--- config.mk ---
export PLATFORM = sky130hd
export DESIGN_NAME = mem_stage_unit_flat
export DESIGN_NICKNAME = d
export VERILOG_FILES = /design/src/rtl/mem_stage_unit_if.sv /design/src/rtl/mem_stage_unit.sv /design/src/flat_wrapper.sv
export SDC_FILE = /design/constraint.sdc
export NUM_CORES = 1
export LEC_CHECK = 0
export ABC_AREA = 1
export CAP_MARGIN = 20
export CORE_MARGIN = 2
export CORE_UTILIZATION = 33
export CTS_CLUSTER_DIAMETER = 150
export CTS_CLUSTER_SIZE = 24
export DETAILED_ROUTE_END_ITERATION = 6
export PLACE_DENSITY = 0.68
export REMOVE_ABC_BUFFERS = 1
export SLEW_MARGIN = 25
export SYNTH_ARGS = -nofsm -noshare
export SYNTH_HDL_FRONTEND = slang
export SYNTH_SLANG_ARGS = --single-unit
--- constraint.sdc ---
create_clock -name clk -period 2.5 [get_ports clk]
set_input_delay 0.75 -clock clk [delete_from_list [all_inputs] [get_ports clk]]
set_output_delay 0.75 -clock clk [all_outputs]
set_load 0.01 [all_outputs]
--- src/rtl/mem_stage_unit_if.sv ---
// EX/MEM packet, data-memory handshake and MEM/WB result bundle for mem_stage_unit.
// slave = the memory stage itself; master = whoever drives packets and services memory.
interface mem_stage_unit_if #(
    parameter int ADDR_W = 12
);
    logic              in_valid;
    logic [75:0]       ex_mem_bus;
    logic              stall;
    logic              mem_req;
    logic              mem_we;
    logic [ADDR_W-1:0] mem_addr;
    logic [15:0]       mem_wdata;
    logic [15:0]       mem_rdata;
    logic              mem_ack;
    logic              wb_valid;
    logic              wb_en;
    logic [2:0]        wb_addr;
    logic [15:0]       wb_data;
    logic              pc_valid;
    logic [31:0]       pc_out;
    logic              flags_valid;
    logic [2:0]        flags_out;
    logic              mem_err;

    modport slave (
        input  in_valid, ex_mem_bus, mem_rdata, mem_ack,
        output stall, mem_req, mem_we, mem_addr, mem_wdata,
               wb_valid, wb_en, wb_addr, wb_data,
               pc_valid, pc_out, flags_valid, flags_out, mem_err
    );

    modport master (
        output in_valid, ex_mem_bus, mem_rdata, mem_ack,
        input  stall, mem_req, mem_we, mem_addr, mem_wdata,
               wb_valid, wb_en, wb_addr, wb_data,
               pc_valid, pc_out, flags_valid, flags_out, mem_err
    );
endinterface

--- src/rtl/mem_stage_unit.sv ---
// Memory stage: consumes EX/MEM packets, performs data-memory accesses (incl. PC/flag stack
// push/pop) and emits writeback/restore results. Optional ack watchdog: define MEM_TIMEOUT_EN.
module mem_stage_unit #(
    parameter int ADDR_W  = 12,
    parameter int TIMEOUT = 15
) (
    input  logic            clk,
    input  logic            rst_n,
    mem_stage_unit_if.slave bus
);
    typedef enum logic [1:0] {
        IDLE = 2'd0,
        ACC1 = 2'd1,
        ACC2 = 2'd2
    } state_t;

    localparam logic [ADDR_W-1:0] A_ONE = {{(ADDR_W-1){1'b0}}, 1'b1};

    logic [31:0]       pkt_data_s;
    logic [2:0]        pkt_wb_addr_s;
    logic              pkt_mr_s;
    logic              pkt_mw_s;
    logic              pkt_wb_s;
    logic [ADDR_W-1:0] pkt_addr_s;
    logic              pkt_jwsp_s;
    logic              pkt_spc_s;
    logic              pkt_sfl_s;
    logic [2:0]        pkt_flags_s;
    logic              pkt_unused_s;

    assign pkt_data_s    = bus.ex_mem_bus[31:0];
    assign pkt_wb_addr_s = bus.ex_mem_bus[34:32];
    assign pkt_mr_s      = bus.ex_mem_bus[35];
    assign pkt_mw_s      = bus.ex_mem_bus[36];
    assign pkt_wb_s      = bus.ex_mem_bus[37];
    assign pkt_addr_s    = bus.ex_mem_bus[38 +: ADDR_W];
    assign pkt_jwsp_s    = bus.ex_mem_bus[70];
    assign pkt_spc_s     = bus.ex_mem_bus[71];
    assign pkt_sfl_s     = bus.ex_mem_bus[72];
    assign pkt_flags_s   = bus.ex_mem_bus[75:73];
    assign pkt_unused_s  = ^bus.ex_mem_bus[69:38+ADDR_W];

    state_t            state_q, state_d;
    logic              mem_req_q, mem_req_d;
    logic              mem_we_q, mem_we_d;
    logic [ADDR_W-1:0] mem_addr_q, mem_addr_d;
    logic [15:0]       mem_wdata_q, mem_wdata_d;
    logic [15:0]       hi_word_q, hi_word_d;
    logic              two_word_q, two_word_d;
    logic              stk_flags_q, stk_flags_d;
    logic              rd_wb_en_q, rd_wb_en_d;
    logic [2:0]        pend_wb_addr_q, pend_wb_addr_d;
    logic [2:0]        pend_flags_q, pend_flags_d;
    logic              wb_valid_q, wb_valid_d;
    logic              wb_en_q, wb_en_d;
    logic [2:0]        wb_addr_q, wb_addr_d;
    logic [15:0]       wb_data_q, wb_data_d;
    logic              pc_valid_q, pc_valid_d;
    logic [31:0]       pc_out_q, pc_out_d;
    logic              flags_valid_q, flags_valid_d;
    logic [2:0]        flags_out_q, flags_out_d;
    logic              timeout_s;

`ifdef MEM_TIMEOUT_EN
    localparam int CNT_W = $clog2(TIMEOUT + 1);
    localparam logic [CNT_W-1:0] CNT_LAST = CNT_W'(TIMEOUT - 1);
    localparam logic [CNT_W-1:0] CNT_ONE  = CNT_W'(1);

    logic [CNT_W-1:0] cnt_q, cnt_d;
    logic             mem_err_q, mem_err_d;

    assign timeout_s = (state_q != IDLE) && !bus.mem_ack && (cnt_q == CNT_LAST);

    // Wait counter restarts at every sampled ack, so each access gets its own budget.
    always_comb begin
        cnt_d     = cnt_q;
        mem_err_d = mem_err_q | timeout_s;
        if ((state_q == IDLE) || bus.mem_ack) begin
            cnt_d = '0;
        end else begin
            cnt_d = cnt_q + CNT_ONE;
        end
    end

    // Watchdog registers; mem_err is sticky until reset.
    always_ff @(posedge clk or negedge rst_n) begin
        if (!rst_n) begin
            cnt_q     <= '0;
            mem_err_q <= 1'b0;
        end else begin
            cnt_q     <= cnt_d;
            mem_err_q <= mem_err_d;
        end
    end

    assign bus.mem_err = mem_err_q;
`else
    logic timeout_unused_s;

    assign timeout_s        = 1'b0;
    assign timeout_unused_s = (TIMEOUT > 0);
    assign bus.mem_err      = 1'b0;
`endif

    // Next-state and result logic; result outputs hold, strobes default low.
    always_comb begin
        state_d        = state_q;
        mem_req_d      = mem_req_q;
        mem_we_d       = mem_we_q;
        mem_addr_d     = mem_addr_q;
        mem_wdata_d    = mem_wdata_q;
        hi_word_d      = hi_word_q;
        two_word_d     = two_word_q;
        stk_flags_d    = stk_flags_q;
        rd_wb_en_d     = rd_wb_en_q;
        pend_wb_addr_d = pend_wb_addr_q;
        pend_flags_d   = pend_flags_q;
        wb_valid_d     = 1'b0;
        wb_en_d        = wb_en_q;
        wb_addr_d      = wb_addr_q;
        wb_data_d      = wb_data_q;
        pc_valid_d     = 1'b0;
        pc_out_d       = pc_out_q;
        flags_valid_d  = 1'b0;
        flags_out_d    = flags_out_q;

        case (state_q)
            IDLE: begin
                if (!bus.in_valid) begin
                    state_d = IDLE;
                end else if (!pkt_mr_s && !pkt_mw_s) begin
                    wb_valid_d = 1'b1;
                    wb_en_d    = pkt_wb_s & ~pkt_jwsp_s;
                    wb_addr_d  = pkt_wb_addr_s;
                    wb_data_d  = pkt_data_s[15:0];
                end else begin
                    state_d        = ACC1;
                    mem_req_d      = 1'b1;
                    mem_we_d       = pkt_mw_s;
                    mem_addr_d     = pkt_addr_s;
                    mem_wdata_d    = (pkt_mw_s && pkt_sfl_s && !pkt_spc_s) ?
                                     {13'b0, pkt_flags_s} : pkt_data_s[15:0];
                    hi_word_d      = pkt_data_s[31:16];
                    two_word_d     = pkt_spc_s;
                    stk_flags_d    = pkt_sfl_s;
                    rd_wb_en_d     = pkt_mr_s & ~pkt_mw_s & ~pkt_spc_s & ~pkt_sfl_s &
                                     pkt_wb_s & ~pkt_jwsp_s;
                    pend_wb_addr_d = pkt_wb_addr_s;
                    pend_flags_d   = pkt_flags_s;
                end
            end
            ACC1, ACC2: begin
                if (timeout_s) begin
                    state_d   = IDLE;
                    mem_req_d = 1'b0;
                end else if (!bus.mem_ack) begin
                    state_d = state_q;
                end else if ((state_q == ACC1) && two_word_q) begin
                    // Push grows the stack downward, pop walks back up.
                    state_d     = ACC2;
                    mem_addr_d  = mem_we_q ? (mem_addr_q - A_ONE) : (mem_addr_q + A_ONE);
                    mem_wdata_d = hi_word_q;
                    hi_word_d   = mem_we_q ? hi_word_q : bus.mem_rdata;
                end else begin
                    state_d    = IDLE;
                    mem_req_d  = 1'b0;
                    wb_valid_d = 1'b1;
                    wb_en_d    = rd_wb_en_q;
                    wb_addr_d  = pend_wb_addr_q;
                    if (mem_we_q) begin
                        wb_data_d = wb_data_q;
                    end else if (two_word_q) begin
                        pc_valid_d    = 1'b1;
                        pc_out_d      = {hi_word_q, bus.mem_rdata};
                        flags_valid_d = stk_flags_q;
                        flags_out_d   = stk_flags_q ? pend_flags_q : flags_out_q;
                    end else begin
                        wb_data_d     = bus.mem_rdata;
                        flags_valid_d = stk_flags_q;
                        flags_out_d   = stk_flags_q ? bus.mem_rdata[2:0] : flags_out_q;
                    end
                end
            end
            default: begin
                state_d   = IDLE;
                mem_req_d = 1'b0;
            end
        endcase
    end

    // State and output registers; reset abandons any access in flight.
    always_ff @(posedge clk or negedge rst_n) begin
        if (!rst_n) begin
            state_q        <= IDLE;
            mem_req_q      <= 1'b0;
            mem_we_q       <= 1'b0;
            mem_addr_q     <= '0;
            mem_wdata_q    <= 16'h0000;
            hi_word_q      <= 16'h0000;
            two_word_q     <= 1'b0;
            stk_flags_q    <= 1'b0;
            rd_wb_en_q     <= 1'b0;
            pend_wb_addr_q <= 3'd0;
            pend_flags_q   <= 3'd0;
            wb_valid_q     <= 1'b0;
            wb_en_q        <= 1'b0;
            wb_addr_q      <= 3'd0;
            wb_data_q      <= 16'h0000;
            pc_valid_q     <= 1'b0;
            pc_out_q       <= 32'h0000_0000;
            flags_valid_q  <= 1'b0;
            flags_out_q    <= 3'd0;
        end else begin
            state_q        <= state_d;
            mem_req_q      <= mem_req_d;
            mem_we_q       <= mem_we_d;
            mem_addr_q     <= mem_addr_d;
            mem_wdata_q    <= mem_wdata_d;
            hi_word_q      <= hi_word_d;
            two_word_q     <= two_word_d;
            stk_flags_q    <= stk_flags_d;
            rd_wb_en_q     <= rd_wb_en_d;
            pend_wb_addr_q <= pend_wb_addr_d;
            pend_flags_q   <= pend_flags_d;
            wb_valid_q     <= wb_valid_d;
            wb_en_q        <= wb_en_d;
            wb_addr_q      <= wb_addr_d;
            wb_data_q      <= wb_data_d;
            pc_valid_q     <= pc_valid_d;
            pc_out_q       <= pc_out_d;
            flags_valid_q  <= flags_valid_d;
            flags_out_q    <= flags_out_d;
        end
    end

    assign bus.stall       = (state_q != IDLE);
    assign bus.mem_req     = mem_req_q;
    assign bus.mem_we      = mem_we_q;
    assign bus.mem_addr    = mem_addr_q;
    assign bus.mem_wdata   = mem_wdata_q;
    assign bus.wb_valid    = wb_valid_q;
    assign bus.wb_en       = wb_en_q;
    assign bus.wb_addr     = wb_addr_q;
    assign bus.wb_data     = wb_data_q;
    assign bus.pc_valid    = pc_valid_q;
    assign bus.pc_out      = pc_out_q;
    assign bus.flags_valid = flags_valid_q;
    assign bus.flags_out   = flags_out_q;
endmodule

--- src/flat_wrapper.sv ---
// flat-port wrapper written by rule: the top's interface ports become plain ports
module mem_stage_unit_flat 
#(
    parameter int ADDR_W  = 12,
    parameter int TIMEOUT = 15
)
  (clk, rst_n, bus_in_valid, bus_ex_mem_bus, bus_mem_rdata, bus_mem_ack, bus_stall, bus_mem_req, bus_mem_we, bus_mem_addr, bus_mem_wdata, bus_wb_valid, bus_wb_en, bus_wb_addr, bus_wb_data, bus_pc_valid, bus_pc_out, bus_flags_valid, bus_flags_out, bus_mem_err);
  mem_stage_unit_if #(.ADDR_W(ADDR_W)) bus_i ();
  input  logic clk;
  input  logic rst_n;
  input wire logic [$bits(bus_i.in_valid)-1:0] bus_in_valid;
  input wire logic [$bits(bus_i.ex_mem_bus)-1:0] bus_ex_mem_bus;
  input wire logic [$bits(bus_i.mem_rdata)-1:0] bus_mem_rdata;
  input wire logic [$bits(bus_i.mem_ack)-1:0] bus_mem_ack;
  output wire logic [$bits(bus_i.stall)-1:0] bus_stall;
  output wire logic [$bits(bus_i.mem_req)-1:0] bus_mem_req;
  output wire logic [$bits(bus_i.mem_we)-1:0] bus_mem_we;
  output wire logic [$bits(bus_i.mem_addr)-1:0] bus_mem_addr;
  output wire logic [$bits(bus_i.mem_wdata)-1:0] bus_mem_wdata;
  output wire logic [$bits(bus_i.wb_valid)-1:0] bus_wb_valid;
  output wire logic [$bits(bus_i.wb_en)-1:0] bus_wb_en;
  output wire logic [$bits(bus_i.wb_addr)-1:0] bus_wb_addr;
  output wire logic [$bits(bus_i.wb_data)-1:0] bus_wb_data;
  output wire logic [$bits(bus_i.pc_valid)-1:0] bus_pc_valid;
  output wire logic [$bits(bus_i.pc_out)-1:0] bus_pc_out;
  output wire logic [$bits(bus_i.flags_valid)-1:0] bus_flags_valid;
  output wire logic [$bits(bus_i.flags_out)-1:0] bus_flags_out;
  output wire logic [$bits(bus_i.mem_err)-1:0] bus_mem_err;
  assign bus_i.in_valid = bus_in_valid;
  assign bus_i.ex_mem_bus = bus_ex_mem_bus;
  assign bus_i.mem_rdata = bus_mem_rdata;
  assign bus_i.mem_ack = bus_mem_ack;
  assign bus_stall = bus_i.stall;
  assign bus_mem_req = bus_i.mem_req;
  assign bus_mem_we = bus_i.mem_we;
  assign bus_mem_addr = bus_i.mem_addr;
  assign bus_mem_wdata = bus_i.mem_wdata;
  assign bus_wb_valid = bus_i.wb_valid;
  assign bus_wb_en = bus_i.wb_en;
  assign bus_wb_addr = bus_i.wb_addr;
  assign bus_wb_data = bus_i.wb_data;
  assign bus_pc_valid = bus_i.pc_valid;
  assign bus_pc_out = bus_i.pc_out;
  assign bus_flags_valid = bus_i.flags_valid;
  assign bus_flags_out = bus_i.flags_out;
  assign bus_mem_err = bus_i.mem_err;
  mem_stage_unit #(.ADDR_W(ADDR_W), .TIMEOUT(TIMEOUT)) u_core (.clk(clk), .rst_n(rst_n), .bus(bus_i));
endmodule
After elaboration in Yosys (flattened, before gate mapping)
Index checks and enable logic that the tools add are counted.
{"block": "word_totals", "inputBits": 96, "reg_bits": 115, "output_inout_bits": 90}
{"block": "op_classes", "muxes": 62, "add_sub_neg": 2, "eq_ne": 11, "n_reduce_logical": 20, "bitwise": 13}
{"op": "$mux W16", "count": 16}
{"op": "$pmux W16 S2", "count": 3}
{"op": "$mux W12", "count": 5}
{"op": "$pmux W12 S2", "count": 1}
{"op": "$mux W1", "count": 21}
{"op": "$mux W3", "count": 7}
{"op": "$reduce_and A5 Y1", "count": 4}
{"op": "$add A12 B1 Y12 const B", "count": 1}
{"op": "$ne A2 B2 Y1 const B", "count": 6}
{"op": "$sub A12 B1 Y12 const B", "count": 1}
{"op": "$mux W2", "count": 4}
{"op": "$not A1 Y1", "count": 7}
{"op": "$reduce_and A7 Y1", "count": 1}
{"op": "$and A1 B1 Y1", "count": 6}
{"op": "$pmux W1 S2", "count": 3}
{"op": "$pmux W3 S2", "count": 1}
{"op": "$reduce_and A6 Y1", "count": 1}
{"op": "$logic_and A1 B1 Y1", "count": 4}
{"op": "$ne A2 B1 Y1 const B", "count": 2}
{"op": "$pmux W2 S2", "count": 1}
{"op": "$reduce_and A4 Y1", "count": 1}
{"op": "$reduce_bool A2 Y1", "count": 2}
{"op": "$logic_not A1 Y1", "count": 3}
{"op": "$ne A3 B3 Y1 const B", "count": 1}
{"op": "6 further kinds", "count": 6}

Logic depth before layout (Yosys ltp)
{"block": "depth", "word_depth": 6, "mapped_depth": 11, "mapped_depth_nobuf": 11}

Worst setup path before layout
Ideal clock, no wire load.
{"block": "synth_timing", "path_kind": "register to register", "startpoint": "reg u_core.mem_we_q, in the netlist u_core.bus.mem_we", "endpoint": "reg u_core.mem_addr_q[6], in the netlist u_core.bus.mem_addr[6]", "period_less_slack_ps": 1958, "setup_ps": 116, "path_slack_ps": 542, "stages_incl_launch_ff": 10, "t_arrival_ps": 1841, "cell_sequence": "dfrtp_1 > inv_1 > fa_1 > nor2_1 > nor2_1 > o21ai_0 > or2_2 > nand3_1 > nand2_1 > nand2_1"}
{"block": "synth_via", "elab_chain_cells": 4}
{"element": "start: declaration", "line_no": "mem_stage_unit.sv:45", "rtl": "logic mem_we_q, mem_we_d;"}
{"element": "start signal: assignment", "line_no": "mem_stage_unit.sv:216", "rtl": "mem_we_q <= mem_we_d;"}
{"element": "$mux W12", "line_no": "mem_stage_unit.sv:161", "rtl": "mem_addr_d = mem_we_q ? (mem_addr_q - A_ONE) : (mem_addr_q + A_ONE);"}
{"element": "$mux W12", "line_no": "mem_stage_unit.sv:158", "rtl": "end else if ((state_q == ACC1) && two_word_q) begin"}
{"element": "$mux W12", "line_no": "mem_stage_unit.sv:156", "rtl": "end else if (!bus.mem_ack) begin"}
{"element": "$pmux W12 S2", "line_no": "mem_stage_unit.sv:127", "rtl": "case (state_q)"}
{"element": "end signal: assignment", "line_no": "mem_stage_unit.sv:217", "rtl": "mem_addr_q <= mem_addr_d;"}
{"element": "end: declaration", "line_no": "mem_stage_unit.sv:46", "rtl": "logic [ADDR_W-1:0] mem_addr_q, mem_addr_d;"}
No other way between the ends. The select of a mux whose other input is x is not followed.
A chain may end at the register's enable or synchronous reset.

Worst setup path in the final report
{"block": "layout_timing", "startpoint": "reg u_core.mem_we_q, in the netlist u_core.bus.mem_we", "endpoint": "out bus_mem_we"}
{"element": "end: declaration", "line_no": "flat_wrapper.sv:17", "rtl": "output wire logic [$bits(bus_i.mem_we)-1:0] bus_mem_we;"}
No word-level cell between the ends.

==> flow_summary.json <==
{
  "grt_antenna_before_repair": 0,
  "die_area_sq_um": 18190,
  "start_util_pct": 33.96,
  "wl_per_cell_microns": 14.30,
  "area_delta_synth_final_pct": 46.42,
  "cp_max_fo": 10,
  "synth.cell_area_sq_um": 5652,
  "grt_usage_pct": 18.65,
  "gr-total-overflow": 0,
  "clockBufferDepth": 2,
  "cts_tree": "yes",
  "synth_mux_area_share_pct": 0,
  "final_layout_size_suffix_gt1_share_pct": 7.174,
  "p_total_mw": 11.42,
  "tns_ns": 0,
  "ios": 186,
  "yosysUniqueCellTypes": 34,
  "dr.pass1.iters": 4,
  "synth_most_common_cell": "nand2_1",
  "setup_violations": 0,
  "required_ns": 1.75,
  "synth_fa_ha_area_share_pct": 3.232,
  "cp_data_arrival_time_ns": 1.52,
  "ys_top_cells_by_count": "nand2_1 (258), dfrtp_1 (115), o21ai_0 (68)",
  "reg2reg_to": "u_core.bus.wb_data[10]",
  "yosys_warnings": 0,
  "crit_buf_inv": 1,
  "skew_ns": 0.01001,
  "grt_start_max_net_pins": 56,
  "routed-wl-met2_mm": 7.297,
  "cts_buffers": 17,
  "period_share_pct": 90.75,
  "die_w_microns": 134.9,
  "p_per_area_nw_per_um2": 1380,
  "postSynthAreaPerCell_sq_um": 7.860,
  "met3_length_mm": 1.424,
  "antenna_cells": 0,
  "fin_crit_ns": 2.269,
  "synth_top_area_share_pct": 50.92,
  "status": "completed",
  "grt_pass1_vias": 5197,
  "synth-main-ff-cell": "dfrtp_1",
  "cts.clk_slew.worst_paths_ns": 0.06,
  "hp-class": "primary input to asynchronous set/reset pin",
  "start_kind": "flop",
  "rsz0062_at_grt": "no",
  "peakVddDrop_mv": 0.5637,
  "fp-row-count": 47,
  "grt_pass1_wl_mm": 26.34,
  "max_freq_ghz": 0.4408,
  "hold_buffers": 0,
  "fill_cells": 1628,
  "cp-end-kind": "output port",
  "drv_slew": 0,
  "num_vias": 5217,
  "cts_setup_buffers": 0,
  "synth_cells": 719,
  "wl_met1_mm": 7.039,
  "synthSimpleGateAreaFrac_pct": 24.49,
  "core_area_sq_um": 16640,
  "h-tree-depth": 4,
  "drc": 0,
  "max_cap_viol_count": 0,
  "yosys.area.top_type": "dfrtp_1",
  "dp_hpwl_mm": 11.55,
  "routed.top_layer": "met4",
  "r2r_start": "u_core.state_q[1]",
  "numPortBuffers": 164,
  "nets": 1003,
  "synth_top_family_by_area": "simple AND/OR/NAND/NOR gates",
  "p_leak_nw": 3.899,
  "cts.sinks": 115,
  "cpPeakStageDelay_ns": 0.58,
  "wirelength_mm": 16.11,
  "slowest_stage": "clkdlybuf4s50_1",
  "ff2ff_path_depth": 10,
  "die_h_microns": 134.9,
  "dr.first_iter.drc_count": 234,
  "gp_congestion": 0.8698,
  "ant_nets": 0,
  "ctsRootBufferMaster": "clkbuf_16",
  "path_delay_family": "buffers and inverters",
  "fin_hold_ws_ns": 0.2041,
  "synth-compound-area-share_pct": 13.57,
  "rrSetupSlack_ns": 0.38,
  "drt-vias-per-instance": 4.633,
  "hold_violations": 0,
  "synth_seq_cells": 115,
  "synth_edf_count": 0,
  "synth_area_leaders": "dfrtp_1 (51%), nand2_1 (17%), o21ai_0 (6.0%)",
  "path_cells": "clkdlybuf4s50_1",
  "clk_latency_ns": 0.42,
  "synthXorXnorAreaFrac_pct": 0.9298,
  "synth-async-reset-ratio_pct": 100.0,
  "critical_path_class": "flop to output port",
  "yosysSeqAreaShare_pct": 50.92
}
==> cells in the final DEF (no fill, tap or decap), types with 3 or more instances in the layout <==
| cell | synthesis | routed |
|---|---|---|
| nand2_1 | 258 | 258 |
| clkdlybuf4s50_1 | 0 | 162 |
| dfrtp_1 | 115 | 114 |
| o21ai_0 | 68 | 68 |
| inv_1 | 64 | 63 |
| nor2_1 | 48 | 48 |
| nand3_1 | 34 | 34 |
| a21oi_1 | 28 | 28 |
| o21a_1 | 23 | 23 |
| buf_4 | 1 | 18 |
| clkbuf_16 | 0 | 17 |
| ha_1 | 13 | 12 |
| clkinvlp_4 | 0 | 5 |
| buf_12 | 0 | 5 |
| o21ai_1 | 4 | 4 |
| o211ai_1 | 4 | 4 |
| inv_2 | 2 | 3 |
| nand4_1 | 3 | 3 |
| xnor2_1 | 3 | 3 |
| xor2_1 | 3 | 3 |
| bufinv_16 | 0 | 3 |
==> power by group <==
part	total, mW	switching (mW)	internal [mW]
clock	2.52	0.903	1.62
sequential	3.28	0.531	2.75
combinational	5.62	3.00	2.62
total	11.4	4.43	6.99
==> logic make-up after synthesis <==
kind of cell               Yosys count
and+or+nand+nor                    350
DFF                                115
buffers and inverters               98
adders and majority gates           14
other                                1
xor gates and xnor gates             6
AOI/OAI and AO/OA                  135
==> through the flow <==
step	area, sq um	instances	utilization, %	setup slack, ns
finish	8275	1126	49.73	0.2313
global route	8275	1126	49.73	0.1643
CTS	8274	1126	49.72	0.06398
detailed placement	7664	1094	46.05	0.02121
global placement	7664	1094	46.05	0.08389
floorplan	5519	688	-	-1.535
==> per-layer routing <==
| layer | global-route usage (%) | vias up |
|---|---|---|
| li1 | - | 2648 |
| met1 | 23.74 | 2392 |
| met2 | 29.05 | 150 |
| met3 | 7.095 | 27 |
| met4 | 6.608 | 0 |
| met5 | 0 | - |
==> cell type report <==
cell class,instances,area [sq um],share of cell area (%)
Timing Repair Buffer,186,1866,22.54
Clock buffer,20,456.7,5.519
Inverter,67,251.5,3.039
Tap cell,220,275.3,3.326
Clock inverter,12,155.1,1.875
Sequential cell,115,2879,34.79
Multi-Input combinational cell,506,2392,28.91
==> what timing repair did <==
action,4_1_cts,5_1_grt
gates resized for setup,1,1
gates cloned,0,0
setup endpoints to repair,1,1
==> flip-flops by register name, indices dropped and copies added (netlist names), 2 cells and up <==
signal	flops
u_core.bus.wb_data	16
u_core.bus.mem_addr	12
u_core.bus.mem_wdata	16
u_core.bus.pc_out	32
u_core.bus.flags_out	3
u_core.hi_word_q	16
u_core.pend_wb_addr_q	3
u_core.bus.wb_addr	3
u_core.state_q	2
u_core.pend_flags_q	3
==> worst max path at each step <==
stage | from | endpoint | slack [ns] | cells after the start
6_report | u_core.bus.mem_we | bus_mem_we | 0.23 | 1
5_1_grt | u_core.bus.mem_we | bus_mem_we | 0.16 | 1
4_1_cts | u_core.bus.mem_we | bus_mem_we | 0.06 | 1
3_5_place_dp | bus_mem_ack | u_core.bus.wb_data[5] | 0.02 | 10
3_3_place_gp | bus_mem_ack | u_core.bus.wb_data[2] | 0.08 | 10
2_1_floorplan | u_core.state_q[0] | u_core.hi_word_q[10] | -1.53 | 7
Note: power is estimated with default switching activity, not from simulation.
